[src/rtl/change_pkg.sv]
// Shared definitions for the change dispenser: FSM states and default parameters.
package change_pkg;

  typedef enum logic [1:0] {
    IDLE     = 2'd0,
    DISPENSE = 2'd1,
    DONE     = 2'd2
  } state_t;

  localparam int DEF_NUM_DENOM = 4;
  localparam int DEF_AMT_W     = 10;
  localparam int DEF_CNT_W     = 4;
  localparam int DEF_INV_W     = 8;
  localparam int DEF_INV_RESET = 10;

  // Entry 0 is the largest coin; packed concatenation lists the highest index first.
  localparam logic [DEF_NUM_DENOM-1:0][DEF_AMT_W-1:0] DEF_DENOMS =
    {10'd1, 10'd5, 10'd10, 10'd25};

  // Index width that stays legal for a single-denomination build.
  function automatic int sel_width(input int n);
    return (n > 1) ? $clog2(n) : 1;
  endfunction

endpackage

[src/rtl/coin_select.sv]
// Combinational picker: lowest-index denomination that may legally be paid next.
module coin_select
  import change_pkg::*;
#(
  parameter int NUM_DENOM = DEF_NUM_DENOM,
  parameter int AMT_W     = DEF_AMT_W,
  parameter int CNT_W     = DEF_CNT_W,
  parameter int INV_W     = DEF_INV_W,
  parameter logic [NUM_DENOM-1:0][AMT_W-1:0] DENOMS = DEF_DENOMS,
  localparam int SEL_W    = sel_width(NUM_DENOM)
) (
  input  logic [AMT_W-1:0]                  remaining,
  input  logic [NUM_DENOM-1:0][INV_W-1:0]   inventory,
  input  logic [NUM_DENOM-1:0][CNT_W-1:0]   counts,
  output logic                              found,
  output logic [SEL_W-1:0]                  idx
);

  logic [NUM_DENOM-1:0] elig;

  // A coin fits the balance, is in stock, and its counter has headroom.
  for (genvar i = 0; i < NUM_DENOM; i++) begin : g_elig
    assign elig[i] = (DENOMS[i] <= remaining) &&
                     (inventory[i] != '0) &&
                     (counts[i] != '1);
  end

  // Priority encode toward index 0 (largest coin wins).
  always_comb begin
    found = |elig;
    idx   = '0;
    for (int i = NUM_DENOM - 1; i >= 0; i--) begin
      if (elig[i]) idx = SEL_W'(i);
    end
  end

endmodule

[src/rtl/change_dispenser.sv]
// Greedy coin dispenser: one coin per cycle, bounded by inventory and count width.
module change_dispenser
  import change_pkg::*;
#(
  parameter int NUM_DENOM = DEF_NUM_DENOM,
  parameter int AMT_W     = DEF_AMT_W,
  parameter int CNT_W     = DEF_CNT_W,
  parameter int INV_W     = DEF_INV_W,
  parameter logic [NUM_DENOM-1:0][AMT_W-1:0] DENOMS = DEF_DENOMS,
  parameter int INV_RESET = DEF_INV_RESET,
  localparam int SEL_W    = sel_width(NUM_DENOM)
) (
  input  logic                       clk,
  input  logic                       reset,
  input  logic                       start,
  input  logic [AMT_W-1:0]           amount,
  input  logic                       inv_load,
  input  logic [SEL_W-1:0]           inv_sel,
  input  logic [INV_W-1:0]           inv_value,
  output logic                       busy,
  output logic                       done,
  output logic                       error,
  output logic                       coin_valid,
  output logic [SEL_W-1:0]           coin_idx,
  output logic [NUM_DENOM*CNT_W-1:0] counts,
  output logic [AMT_W-1:0]           remaining
);

  state_t state, next_state;

  logic [NUM_DENOM-1:0][INV_W-1:0] inventory;
  logic [NUM_DENOM-1:0][CNT_W-1:0] counts_q;
  logic [AMT_W-1:0]                remaining_q;
  logic                            error_q;
  logic                            done_q;

  logic             found;
  logic [SEL_W-1:0] sel_idx;
  logic             load_txn, take_coin, set_err;

  coin_select #(
    .NUM_DENOM (NUM_DENOM),
    .AMT_W     (AMT_W),
    .CNT_W     (CNT_W),
    .INV_W     (INV_W),
    .DENOMS    (DENOMS)
  ) u_sel (
    .remaining (remaining_q),
    .inventory (inventory),
    .counts    (counts_q),
    .found     (found),
    .idx       (sel_idx)
  );

  // State register.
  always_ff @(posedge clk or posedge reset) begin
    if (reset) state <= IDLE;
    else       state <= next_state;
  end

  // Next state and per-cycle datapath strobes.
  always_comb begin
    next_state = state;
    load_txn   = 1'b0;
    take_coin  = 1'b0;
    set_err    = 1'b0;
    unique case (state)
      IDLE: begin
        if (start) begin
          load_txn   = 1'b1;
          next_state = DISPENSE;
        end
      end
      DISPENSE: begin
        if (remaining_q == '0) begin
          next_state = DONE;
        end else if (found) begin
          take_coin = 1'b1;
        end else begin
          set_err    = 1'b1;
          next_state = DONE;
        end
      end
      DONE: begin
        // DONE spans two cycles; leave once the registered done pulse is out.
        if (done_q) next_state = IDLE;
      end
      default: next_state = IDLE;
    endcase
  end

  // Transaction datapath, inventory and the registered done pulse.
  always_ff @(posedge clk or posedge reset) begin
    if (reset) begin
      for (int i = 0; i < NUM_DENOM; i++) inventory[i] <= INV_W'(INV_RESET);
      counts_q    <= '0;
      remaining_q <= '0;
      error_q     <= 1'b0;
      done_q      <= 1'b0;
    end else begin
      done_q <= (state == DONE) && !done_q;
      // Inventory writes land before DISPENSE looks at stock, even with start.
      if (state == IDLE && inv_load) begin
        for (int i = 0; i < NUM_DENOM; i++) begin
          if (inv_sel == SEL_W'(i)) inventory[i] <= inv_value;
        end
      end
      if (load_txn) begin
        remaining_q <= amount;
        counts_q    <= '0;
        error_q     <= 1'b0;
      end
      if (take_coin) begin
        for (int i = 0; i < NUM_DENOM; i++) begin
          if (sel_idx == SEL_W'(i)) begin
            remaining_q  <= remaining_q - DENOMS[i];
            inventory[i] <= inventory[i] - INV_W'(1);
            counts_q[i]  <= counts_q[i] + CNT_W'(1);
          end
        end
      end
      if (set_err) error_q <= 1'b1;
    end
  end

  assign busy       = (state != IDLE);
  assign done       = done_q;
  assign error      = error_q;
  assign coin_valid = take_coin;
  assign coin_idx   = take_coin ? sel_idx : '0;
  assign counts     = counts_q;
  assign remaining  = remaining_q;

endmodule

[config.mk]
export PLATFORM = sky130hd
export DESIGN_NAME = change_dispenser
export DESIGN_NICKNAME = d
export VERILOG_FILES = /design/src/rtl/change_pkg.sv /design/src/rtl/coin_select.sv /design/src/rtl/change_dispenser.sv
export SDC_FILE = /design/constraint.sdc
export NUM_CORES = 1
export LEC_CHECK = 0
export ABC_AREA = 1
export CORE_AREA = 2 2 99 101
export CTS_CLUSTER_SIZE = 16
export DETAILED_ROUTE_END_ITERATION = 12
export DIE_AREA = 0 0 101 103
export GPL_TIMING_DRIVEN = 1
export PLACE_DENSITY = 0.77
export SYNTH_ARGS = -nofsm -noshare
export SYNTH_HDL_FRONTEND = slang
export SYNTH_SLANG_ARGS = --single-unit
[constraint.sdc]
create_clock -name clk -period 2.3 [get_ports clk]
set_input_delay 0.345 -clock clk [delete_from_list [all_inputs] [get_ports clk]]
set_output_delay 0.345 -clock clk [all_outputs]
set_load 0.01 [all_outputs]
Word level (Yosys, flattened, before mapping)
Index checks and enable logic that the tools add are counted.
{ "classes": {"n_addsub": 12, "n_lt_le_gt_ge": 4, "n_eq_ne": 15, "mux": 42, "n_reduce_logical": 23} }
{ "ops": {"columns": ["cell", "n"], "rows": [
  ["$mux 32", 2],
  ["$mux 8", 8],
  ["$mux 10", 6],
  ["$mux 16", 2],
  ["$reduce_bool 8->1", 4],
  ["$sub 8x1->8 const B", 4],
  ["$mux 2", 9],
  ["$add 4x1->4 const B", 4],
  ["$mux 4", 4],
  ["$ne 4x4->1 const B", 4],
  ["$eq 2x2->1 const B", 5],
  ["$le 1x10->1 const A", 1],
  ["$le 3x10->1 const A", 1],
  ["$le 4x10->1 const A", 1],
  ["$le 5x10->1 const A", 1],
  ["$logic_and 1x1->1", 10],
  ["$logic_not 10->1", 1],
  ["$mux 1", 10],
  ["$sub 10x1->10 const B", 1],
  ["$sub 10x3->10 const B", 1],
  ["$sub 10x4->10 const B", 1],
  ["$sub 10x5->10 const B", 1],
  ["$eq 2x1->1 const B", 3],
  ["$logic_not 2->1", 3],
  ["other kinds (7)", 9]
]} }
{ "word_totals": {"reg_bits": 62, "in_bits": 24, "out_inout_bits": 32, "elab_cells": 108} }

Logic depth before layout (Yosys ltp)
{ "logic_depth": {"ltp_word": 13, "mapped_depth": 17, "ltp_nobuf": 17} }

Modules after synthesis
A second synthesis with hierarchy kept.
{ "unflattened": {"cells_unflattened": 637, "area_unflattened_um2": 4495.6} }
{ "by_module_without_submodules": {"columns": ["module", "instances", "cells_each", "area_per_inst_um2", "seq_area_each_um2"], "rows": [
  ["change_dispenser", 1, 569, 4184.0, 1561.5],
  ["coin_select", 1, 68, 311.5, 0.0]
]} }

Worst setup path before layout
Ideal clock, no wire load.
{ "synth_timing": {"path_kind": "register -> output", "startpoint": "reg remaining_q[1], in the netlist remaining[1]", "endpoint": "out coin_idx[0]", "arrival_time_ns": 2.059, "required_ns": 1.955, "slack_ns": -0.104, "path_stages_with_launch": 15, "path_buffers": 1, "cell_sequence": "dfrtp_1 -> inv_1 -> ha_1 -> inv_1 -> nand2_1 -> nand3_1 -> nor2_1 -> nand2_1 -> nand3_4 -> nand2_4 -> nor2_2 -> nor2_4 -> inv_1 -> buf_4 -> a21oi_1"} }
{ "synth_between": {"elab_chain_len": 8, "word_cells_on_any_way": 22, "cone_classes": "order compare: 4; mux: 8; reduce/logical: 10"} }
{ "synth_lines": {"columns": ["item", "line_no", "source"], "rows": [
  ["start: declaration", "change_dispenser.sv:33", "logic [AMT_W-1:0] remaining_q;"],
  ["start signal: assignment", "change_dispenser.sv:109", "remaining_q <= amount;"],
  ["start signal: assignment", "change_dispenser.sv:116", "remaining_q <= remaining_q - DENOMS[i];"],
  ["$le 5x10->1 (tied with other cells)", "coin_select.sv:23", "assign elig[i] = (DENOMS[i] <= remaining) &&"],
  ["$logic_and 1x1->1", "coin_select.sv:23", null],
  ["$logic_and 1x1->1", "coin_select.sv:24", "(inventory[i] != '0) &&"],
  ["$reduce_or 4->1 or $mux 2 (tied branches)", "coin_select.sv:30, coin_select.sv:33", null],
  ["$mux 1 or $mux 2 (tied branches)", "change_dispenser.sv:77, coin_select.sv:33", null],
  ["$mux 1 or $mux 2 (tied branches)", "change_dispenser.sv:75, coin_select.sv:33", null],
  ["$mux 1 or $mux 2 (tied branches)", "change_dispenser.sv:67, coin_select.sv:33", null],
  ["$mux 2 (*)", "change_dispenser.sv:130", "assign coin_idx = take_coin ? sel_idx : '0;"],
  ["end: declaration", "change_dispenser.sv:24", "output logic [SEL_W-1:0] coin_idx,"]
]} }
Mark *: on every way between the ends. The rest lies on a longest branch, timed or not.

Worst setup path in the final report
{ "layout_timing": {"startpoint": "reg remaining_q[4], in the netlist remaining[4]", "endpoint": "out coin_idx[0]"} }
Same word-level chain as after synthesis.

==> flow_summary.ini <==
[run_status]
outcome = finished, violations left
violations = negative setup slack

[drt]
routed_wl_um = 15300
vias_per_cell = 5.43
drc = 0
wl_per_cell_um = 16.0
first_pass_iters = 7
vias = 5194
dr.first_iter.drc_count = 254
ant_nets = 0

[timing]
fin_skew_ps = 14.0
holdWs_ps = 281
slew_headroom = 0.602
worst_pin_slew_ps = 596
setup-violations-final = 14
rsz0062_at_grt = true
min_period_over_period = 1.05
setup_ws_ps = -121
hold_violations = 0
fmax_ghz = 0.413
drv_slew = 0
final.min_clock_period_ps = 2420

[clock_tree]
clk_transition_reported_paths_ps = 80
cts-hold-fix-buffers = 0
clock_latency_ps = 350
h-tree-depth = 3
cts_buffer_depth = 2
cts_sinks = 62
cts_made_buffers = 9
root_buffer = clkbuf_8
cts_tree = built

[placed_design]
hpwl_um = 10700
gp_congestion = 0.975
pre_cts_slack_ps = -171
portBuffers = 55

[logic_synthesis]
synth_seq_area_share = 0.326
syn_nets = 705
synth_area_mm2 = 0.00479
yosys_warnings = 0
ys_ff_latch = 62
ys_async_sr_fraction = 1.00
ys_types = 45
synth-main-ff-cell = dfrtp_1
synth_edf_count = 0
postSynthAreaPerCell_um2 = 7.21
syn_inst = 664

[final_layout]
layout_commonest_cell = nand2_1
area_growth_syn_to_layout_pct = 43.1
antenna_cells = 0
final_cell_mix = nand2_1 (165), buf_4 (107), clkdlybuf4s50_1 (52), nor2_1 (51), inv_1 (51)
drive_above_1_share = 0.307
nets = 879

[floorplan]
die_h_um = 103
io-pin-count = 56
dieArea_mm2 = 0.0104
rows = 36
fp.dieW_um = 101
start_util = 0.506
core_area_mm2 = 0.00946

[global_routing]
grt-ovfl-total = 0
antenna_found_initial = 0
grt_max_degree = 52
grt_pass1_vias = 5087
grt_pass1_wl_um = 23500
track_usage = 0.291

[hold_path]
hold_path_class = in -> async

[worst_setup_path]
worstReg2RegEnd = counts[12]$_DFF_PP0_
required_ps = 1960
rr_worst_depth = 14
critPathArrivalTime_ps = 2080
crit_type = reg -> out
rrSetupSlack_ps = -60
r2r-start = remaining[0]$_DFFE_PP0P_
start_kind = register
crit_fanout = 3
worstSetupEndpointType = output pin

[power]
power.leakage_uw = 0.00340
power_density_mw_per_mm2 = 1360
ir_drop_uv = 654

[job]
maxCapViolations = 0
-- flip-flops by register name, summed over array words and instances, names as in the netlist --
name	flops
inventory	32
done	1
state	2
remaining	10
error	1
counts	16
-- logic make-up (layout without fill, tap and decap cells) --
family | after synthesis | after routing | synth area share
AOI/OAI and AO/OA | 116 | 116 | 0.139
xor gates and xnor gates | 39 | 39 | 0.0713
adders and majority gates | 17 | 17 | 0.0444
buffers and inverters | 90 | 267 | 0.0833
DFF | 62 | 62 | 0.326
muxes | 7 | 7 | 0.0149
and+or+nand+nor | 333 | 335 | 0.321
-- power by group --
group          total, uW  internal (uW)  switching (uW)
clock network       1030            560             472
logic               6280           2860            3420
registers           2010           1600             413
total               9320           5010            4310
-- layer usage --
metal	global-route usage	vias to the layer above	wire length [um]
met1	0.334	2440	6200
met5	0	-	0
li1	-	2499	-
met2	0.506	202	7690
met3	0.0488	53	795
met4	0.183	0	652
-- synthesized netlist by cell type, types with 2 or more instances --
library cell	number	share of area
nor2_4	5	0.012
o21a_1	3	0.0047
nand3_1	42	0.044
or2_2	4	0.0052
o211ai_1	5	0.0078
nand2_1	173	0.14
inv_2	11	0.0086
o21ai_2	7	0.013
nand2_2	12	0.016
nor2_8	2	0.0084
nand4_1	10	0.013
nand3_4	2	0.0073
a31oi_1	5	0.0065
nand2_4	5	0.012
xnor2_1	8	0.015
inv_4	2	0.0026
buf_2	5	0.0052
inv_1	58	0.045
nor2_1	67	0.053
o21ai_0	52	0.054
nand3b_1	2	0.0031
buf_6	3	0.0071
ha_1	17	0.044
buf_4	2	0.0031
nor3_1	3	0.0031
dfrtp_1	54	0.28
nor2_2	2	0.0026
dfstp_2	8	0.044
o21ai_1	15	0.016
clkbuf_1	6	0.0047
mux2i_1	6	0.013
a21oi_1	21	0.022
a22o_1	2	0.0037
xor2_1	31	0.057
a211oi_1	4	0.0063
-- worst max-delay path, cell delays in order (launching register included) --
cell and delay (ps):
dfrtp_1 420, nor2_2 140, buf_4 140, nand2_4 70
inv_4 70, nand2_1 80, nand2_2 90, nand3b_1 120
nand2_4 90, nor2_4 50, nor2_4 120, inv_2 60
a21oi_2 130, buf_2 150
-- cell type report --
cell class | instances | area [um^2]
clock buffers | 13 | 159
fillers | 714 | 2610
multi-input cells | 514 | 3080
repair buffers | 177 | 1540
inverters | 73 | 313
well taps | 114 | 143
repair inverters | 1 | 16.3
flip-flops and latches | 62 | 1570
clock inverters | 3 | 42.5
-- through the flow --
step	total power, uW	TNS [ps]	util	std cells	area [um^2]
final	9320	-504	0.724	957	6850
after detailed placement	7300	-1780	0.647	913	6120
after floorplan	5240	0	-	664	4800
after global routing	10000	-3050	0.724	957	6850
after CTS	8720	-76.4	0.693	941	6560
after global placement	7110	-870	0.647	913	6120
-- timing repair --
action / 4_1_cts / 5_1_grt
endpoints found under the hold margin: 0 / 0
gates resized for setup: 58 / 52
endpoints found under the setup margin: 37 / 49
gates cloned: 0 / 3
setup buffers: 13 / 14
pin swaps: 19 / 20
-- how the worst max path moves through the flow --
stage,startpoint,endpoint,cells after the start
2_1_floorplan,remaining[0]$_DFFE_PP0P_,coin_idx[0],14
3_3_place_gp,remaining[1]$_DFF_PP0_,coin_valid,11
3_5_place_dp,remaining[1]$_DFF_PP0_,coin_valid,11
4_1_cts,remaining[4]$_DFF_PP0_,coin_idx[0],13
5_1_grt,remaining[4]$_DFF_PP0_,coin_idx[0],13
6_report,remaining[4]$_DFF_PP0_,coin_idx[0],13
Note: power is estimated with default switching activity, not from simulation.
